$ cat src/rtl/bp_update_queue.sv
// rtl/bp_update_queue.sv - resolved-branch update FIFO feeding the bpcache write port with fetch-side forwarding
module bp_update_queue #(
  parameter int ADDR_W = 8,
  parameter int DEPTH  = 4
) (
  input  logic                     clk,
  input  logic                     rst_n,
  input  logic                     in_valid,
  output logic                     in_ready,
  input  logic [ADDR_W-1:0]        in_addr,
  input  logic                     in_taken,
  input  logic                     stall,
  input  logic                     flush,
  output logic [ADDR_W-1:0]        w_addr,
  output logic                     did_branch,
  output logic                     we,
  output logic [$clog2(DEPTH):0]   count,
  input  logic [ADDR_W-1:0]        fwd_addr,
  output logic                     fwd_hit,
  output logic                     fwd_taken
);

  localparam int PW = $clog2(DEPTH);
  localparam int CW = PW + 1;

  logic [ADDR_W-1:0] mem_addr  [DEPTH];
  logic              mem_taken [DEPTH];
  logic [PW-1:0]     rd_ptr;
  logic [PW-1:0]     wr_ptr;
  logic              push;
  logic              pop;

  // Ready depends only on the registered count; a pop in the same cycle never frees a slot early.
  assign in_ready = (count < CW'(DEPTH));
  assign push     = in_valid && in_ready && !flush;
  assign pop      = (count != '0) && !stall && !flush;

  // Entry storage; only slots between rd_ptr and rd_ptr+count are ever read, so no reset is needed.
  always_ff @(posedge clk) begin
    if (push) begin
      mem_addr[wr_ptr]  <= in_addr;
      mem_taken[wr_ptr] <= in_taken;
    end
  end

  // Pointer and occupancy tracking; flush empties the queue and wins over push and pop.
  always_ff @(posedge clk or negedge rst_n) begin
    if (!rst_n) begin
      rd_ptr <= '0;
      wr_ptr <= '0;
      count  <= '0;
    end else if (flush) begin
      rd_ptr <= '0;
      wr_ptr <= '0;
      count  <= '0;
    end else begin
      if (push) wr_ptr <= wr_ptr + 1'b1;
      if (pop)  rd_ptr <= rd_ptr + 1'b1;
      case ({push, pop})
        2'b10:   count <= count + 1'b1;
        2'b01:   count <= count - 1'b1;
        default: count <= count;
      endcase
    end
  end

  // Output register: one-cycle write pulse per popped entry; address and outcome hold between pulses.
  always_ff @(posedge clk or negedge rst_n) begin
    if (!rst_n) begin
      we         <= 1'b0;
      w_addr     <= '0;
      did_branch <= 1'b0;
    end else if (pop) begin
      we         <= 1'b1;
      w_addr     <= mem_addr[rd_ptr];
      did_branch <= mem_taken[rd_ptr];
    end else begin
      we         <= 1'b0;
    end
  end

  // Forwarding lookup: the in-flight write is oldest, then FIFO entries oldest to youngest, so the last match wins.
  always_comb begin
    fwd_hit   = 1'b0;
    fwd_taken = 1'b0;
    if (we && (w_addr == fwd_addr)) begin
      fwd_hit   = 1'b1;
      fwd_taken = did_branch;
    end
    for (int k = 0; k < DEPTH; k++) begin
      if ((CW'(k) < count) && (mem_addr[rd_ptr + PW'(k)] == fwd_addr)) begin
        fwd_hit   = 1'b1;
        fwd_taken = mem_taken[rd_ptr + PW'(k)];
      end
    end
  end

endmodule

$ cat config.mk
export PLATFORM = sky130hd
export DESIGN_NAME = bp_update_queue
export DESIGN_NICKNAME = d
export VERILOG_FILES = /design/src/rtl/bp_update_queue.sv
export SDC_FILE = /design/constraint.sdc
export NUM_CORES = 1
export LEC_CHECK = 0
export ABC_AREA = 1
export CELL_PAD_IN_SITES_DETAIL_PLACEMENT = 2
export CELL_PAD_IN_SITES_GLOBAL_PLACEMENT = 2
export CORE_AREA = 2 2 109 111
export DETAILED_ROUTE_END_ITERATION = 6
export DIE_AREA = 0 0 111 113
export PLACE_DENSITY_LB_ADDON = 0.2
export SYNTH_ARGS = -nofsm -noshare
export SYNTH_HDL_FRONTEND = slang
export SYNTH_SLANG_ARGS = --single-unit
$ cat constraint.sdc
create_clock -name clk -period 2.1 [get_ports clk]
set_input_delay 0.21 -clock clk [delete_from_list [all_inputs] [get_ports clk]]
set_output_delay 0.21 -clock clk [all_outputs]
set_load 0.005 [all_outputs]
* Yosys cells after proc, flatten, opt, wreduce, memory -nomap -nowiden
Memory sizes are Yosys's and may differ from the RTL's. Index checks and enable logic that the tools add are counted.
Operators by class: add/subtract/negate cells 6, multipliers 0, divide/modulo/power cells 0, magnitude comparators 5, eq/ne operators 7, shift operators 0, multiplexer cells 19, bitwise gates (word level) 0, reduce and logical (&&, ||, !) cells 15
Operator list (count):
- $eq 8x8->1 | 5
- $mux 1 | 13
- $logic_and 1x1->1 | 9
- $mux 2 | 4
- $lt 1x3->1 const A | 2
- $lt 2x3->1 const A | 2
- $pmux 3 s2 | 1
- $reduce_bool 3->1 | 2
- $add 2x1->2 const B | 2
- $add 2x2->2 const B | 2
- $reduce_bool 2->1 | 2
- $add 3x1->3 const B | 1
- $lt 3x3->1 const B | 1
- $mux 3 | 1
- $sub 3x1->3 const B | 1
- $eq 2x1->1 const B | 1
- $eq 2x2->1 const B | 1
- $logic_not 1->1 | 2
Word-level totals: register bits 17, bits in latches 0, bits in writable memories 36, bits in read-only memories 0, memories 2
Memories:
- mem_addr | words 4, bits a word 8, rd ports 4, clocked after memory_dff 0, wr ports 1, line 26 | logic [ADDR_W-1:0] mem_addr [DEPTH];
- mem_taken | words 4, bits a word 1, rd ports 4, clocked after memory_dff 0, wr ports 1, line 27 | logic mem_taken [DEPTH];

* Depth between registers and ports, before layout
Gate-level depths: netlist of run 1.
depth in word-level cells 7, gate-level depth with buffers 18, gate-level depth less buffers 15

* Least setup slack after synthesis of run 1
OpenSTA, ideal clock, no wires.
kind register to output, from register rd_ptr[0], to output port fwd_taken, arrival 1.586 ns, slack 0.304 ns, stages on the path, launching flop included 16, buffers on the path 3, cell sequence dfrtp_1 buf_6 inv_2 buf_6 nand2_1 nand2_1 buf_6 nand2_1 nand2_1 nor2_1 nor3_1 nand3_1 nor2_2 nor2_1 nand2_1 nand2_1
On the way: cells in the longest elaborated chain, start to end 7, elaborated cells between the ends (all ways) 17, those cells by class add/sub: 3; eq/ne: 4; mux: 4; reduce/logical: 4; memory: 2
Ends and longest elaborated chain:
- start, declared | line 28 | logic [PW-1:0] rd_ptr;
- start signal, assigned | line 58 | if (pop) rd_ptr <= rd_ptr + 1'b1;
- $add 2x1->2 or $mem_v2 4x8 (tied branches)
- $mem_v2 4x8 or $eq 8x8->1 (tied branches)
- $eq 8x8->1 or $logic_and 1x1->1 (tied branches) | line 91 | if ((CW'(k) < count) && (mem_addr[rd_ptr + PW'(k)] == fwd_addr)) begin
- $logic_and 1x1->1 or $mux 1 (tied branches) | line 91
- $mux 1 (2 in a row) | line 91
- $mux 1 * | line 91
- end, declared | line 20 | output logic fwd_taken
Every way passes the cells marked *; elsewhere a longest branch is shown, timed or not.

* Worst setup path in the final report of run 1
Ends and elaborated chain as after synthesis.

==> results.md, run 1 <==
- H-tree depth: 2
- Largest net degree at the start of global routing: 20
- Nets: around 660
- Worst rel slew slack: 0.649
- Worst path max stage delay: 0.45 ns
- CP max FO: 5
- Reg2reg end: w_addr[2]
- Max VDD drop: approximately 1.2 mV
- Outcome: finished, violations left
- Largest cells by area after synthesis: edfxtp_1, nand2_1, dfrtp_1
- Hold WC Path Type: primary input to asynchronous set/reset pin
- CP bufs+invs: 5
- Critical Path Start: rd_ptr[0]
- Share of cells above drive strength 1: 0.450
- Hpwl dp: 10.7 mm
- YS warnings: 0
- Fin cells: 772
- Setup crit end: fwd_taken
- Top-area cell type share of the netlist area: 0.305
- Crit. End Element: primary output
- Crit path kind: flip-flop to primary output
- Period Utilization, post-route: 1.32
- Crit. path cell count: 17
- Layout area overhead: 69.9%
- R2R setup slack: 0.01 ns
- Clock-pin slew on the worst setup and hold paths: 0.08 ns
- Fin crit period: 2.78 ns
- PwrDens: 1260 mW/mm^2
- CTS root buf: clkbuf_16
- Part of the Yosys area used for sequential elements: 0.425
- Hold Fails Final Rpt: 0
- Vias: around 4,400
- Initial antenna violation count: 0
- Post-Syn Instances: 501
- Total die area: 0.0125 sq mm
- Worst Reg-to-Reg Cells: 13
- Final setup viols: 2
- CTS Hold Buffers Added: 0
- Crit Reg-Reg Startpoint: rd_ptr[0]
- Overall die height: 113 microns
- Top_reg_cell synth: edfxtp_1
- Wire per inst: 30.0 microns
- Port-buffer cells: 37
- Most used cell, CP: nand2_1
- Ant. Diodes: 0
- Critical path launch point type: flip-flop
- Num CTS Buffers: 5
- Avg Cell Area, Syn: around 7.1 sq um
- Core Box Area: roughly 0.011 sq mm
- Leakage power: around 2.7 nW
- First-pass GRT wire length: 28.1 mm
- Mapped Area: 0.00355 sq mm
- Synth cell types: 25
- Pre-CTS setup slack: -0.488 ns
- Residual DRC: 0
- Yosys reg bits: 53
- DRT antenna net count: 0
- CTS tree: built
- Mapped Nets: 531
- Crit path cell chain: inv_4 > buf_12 > clkbuf_16 > buf_4 > nand2_1 > nand2_1 > nand2_1 > nand3_1 > nand2_1 > nor2_2 > nand3_4 > nor2_4 > a21oi_2 > nand2_1 > nand2_1 > nand2_1 > buf_2
- Aggregate routed wire length: 23.2 mm
- Rows: 39
- CP arrival: ~2.6 ns
- CTS Buffer Depth: 2
- Count leader, synth: nand2_1
- Fmax: 360 MHz
- Failing checks: negative setup slack
- Placed Cells: 717
- Number of flops mapped to enable cells by yosys: 36
- Worst path top cell family by delay: simple AND/OR/NAND/NOR gates
- DR vias/cell: 5.76
- GRT overflow: 0
- Final Max Tran Viols: 0
- Clock latency on the worst-skew pair: 0.32 ns
- Yosys top cell by area: edfxtp_1
- Commonest cells post-synth: nand2_1, nand3_1, edfxtp_1
- Clock Sinks: 53
- Routability congestion estimate: 0.838
- TritonRoute pass-1 iters: 5
- Slew @ Worst Pin: roughly 0.52 ns
- Setup WS post-layout: -0.681 ns
- 1st-iter DRT viols: 312
- Final clock skew: 0.0134 ns
- Number of global-route vias before repair: 4,705
- Crit path max-delay cell type: dfrtp_2
- Width of the die: roughly 110 microns
- Total track usage: 0.294
- Req. time, crit path: 1.89 ns
- Initial Util: 0.315
- Unrepaired setup endpoints after global routing: yes
- Ys async rst share: 0.321
- Max_cap viols: 0
- IO Pins: 38
==> routing by layer <==
metal,vias to the layer above,part of all wire,global-route usage
met5,-,0,0
met4,0,0.066,0.137
met3,99,0.056,0.0471
met2,218,0.49,0.508
met1,2248,0.39,0.361
li1,1881,-,-
==> where the power goes <==
| group | total (mW) | leakage (nW) | internal, mW | switching, mW |
|---|---|---|---|---|
| Sequential | 1.47 | 0.542 | 1.28 | 0.185 |
| Combinational | 5.12 | 2.12 | 2.16 | 2.95 |
| Clock | 1.01 | 0.0848 | 0.573 | 0.435 |
| Total | 7.59 | 2.75 | 4.02 | 3.57 |
==> area by class of cell <==
cell class | instances | area (sq um)
fillers | 1174 | 5240
multi-input cells | 391 | 2580
flip-flops and latches | 53 | 1510
repair buffers | 140 | 1440
well taps | 143 | 179
inverters | 37 | 146
clock buffers | 5 | 125
clock inverters | 3 | 47.5
==> kinds of logic after synthesis <==
logic type,after synthesis,synth area share
AOI/OAI and AO/OA,44,0.0649
xor gates and xnor gates,10,0.0247
adders and majority gates,8,0.0282
buffers and inverters,57,0.0762
DFF,53,0.425
and+or+nand+nor,329,0.382
==> registers in the layout, summed over array words and instances, names as in the netlist <==
register and count:
count 3, did_branch 1, mem_addr 32, mem_taken 4, rd_ptr 2, w_addr 8, we 1, wr_ptr 2
==> worst min path at each step <==
stage                           from    endpoint  slack, ns  depth (start not counted)
final                          rst_n   w_addr[6]       0.25                          2
after global routing           rst_n   w_addr[6]       0.27                          2
after CTS                      rst_n   w_addr[6]       0.26                          2
after detailed placement  did_branch  did_branch       0.53                          2
after global placement     w_addr[5]   w_addr[5]       0.51                          2
after floorplan                rst_n    count[0]      -0.09                          0
==> timing repair <==
action | in CTS | in global routing
setup endpoints to repair | 2 | 7
gates cloned | 4 | 5
resized for setup | 79 | 185
pin swaps | 36 | 59
setup buffers | 45 | 10
hold endpoints to repair | 0 | 0
==> cell usage in the layout (no fill, tap or decap), types with 3 or more instances in the layout <==
master	netlist	layout
a21oi_1	10	4
a21oi_2	0	6
buf_12	0	4
buf_16	0	3
buf_4	2	71
buf_6	5	16
buf_8	0	3
clkbuf_16	0	10
clkdlybuf4s50_1	0	35
dfrtp_1	17	15
edfxtp_1	36	36
ha_1	8	8
inv_1	34	32
inv_4	0	3
nand2_1	226	130
nand2_2	0	66
nand2_4	0	25
nand2_8	0	5
nand3_1	67	35
nand3_2	1	25
nand3_4	0	8
nor2_1	21	12
nor2_2	5	7
nor2_4	0	7
o21ai_0	28	19
o21ai_1	1	3
o21ai_2	0	6
o22ai_1	3	3
xor2_1	10	8
==> through the flow <==
stage	hold slack (ns)	setup TNS (ns)	instance area [sq um]	total power [mW]	utilization
6_report	0.252	-1.36	6030	7.59	0.535
3_5_place_dp	0.529	-0.881	4440	4.18	0.394
4_1_cts	0.263	-1.85	5270	6.11	0.467
5_1_grt	0.272	-1.61	6030	7.85	0.535
2_1_floorplan	-0.0856	0	3550	2.91	-
3_3_place_gp	0.510	-0.754	4440	4.04	0.394
No activity file was read; power rests on OpenSTA's default activity.
==> run 2, diff against run 1 <==
- CAP_MARGIN: default -> 25
==> results of run 2 <==
Same layout as run 1: the final DEF is identical, and so are final timing and power.
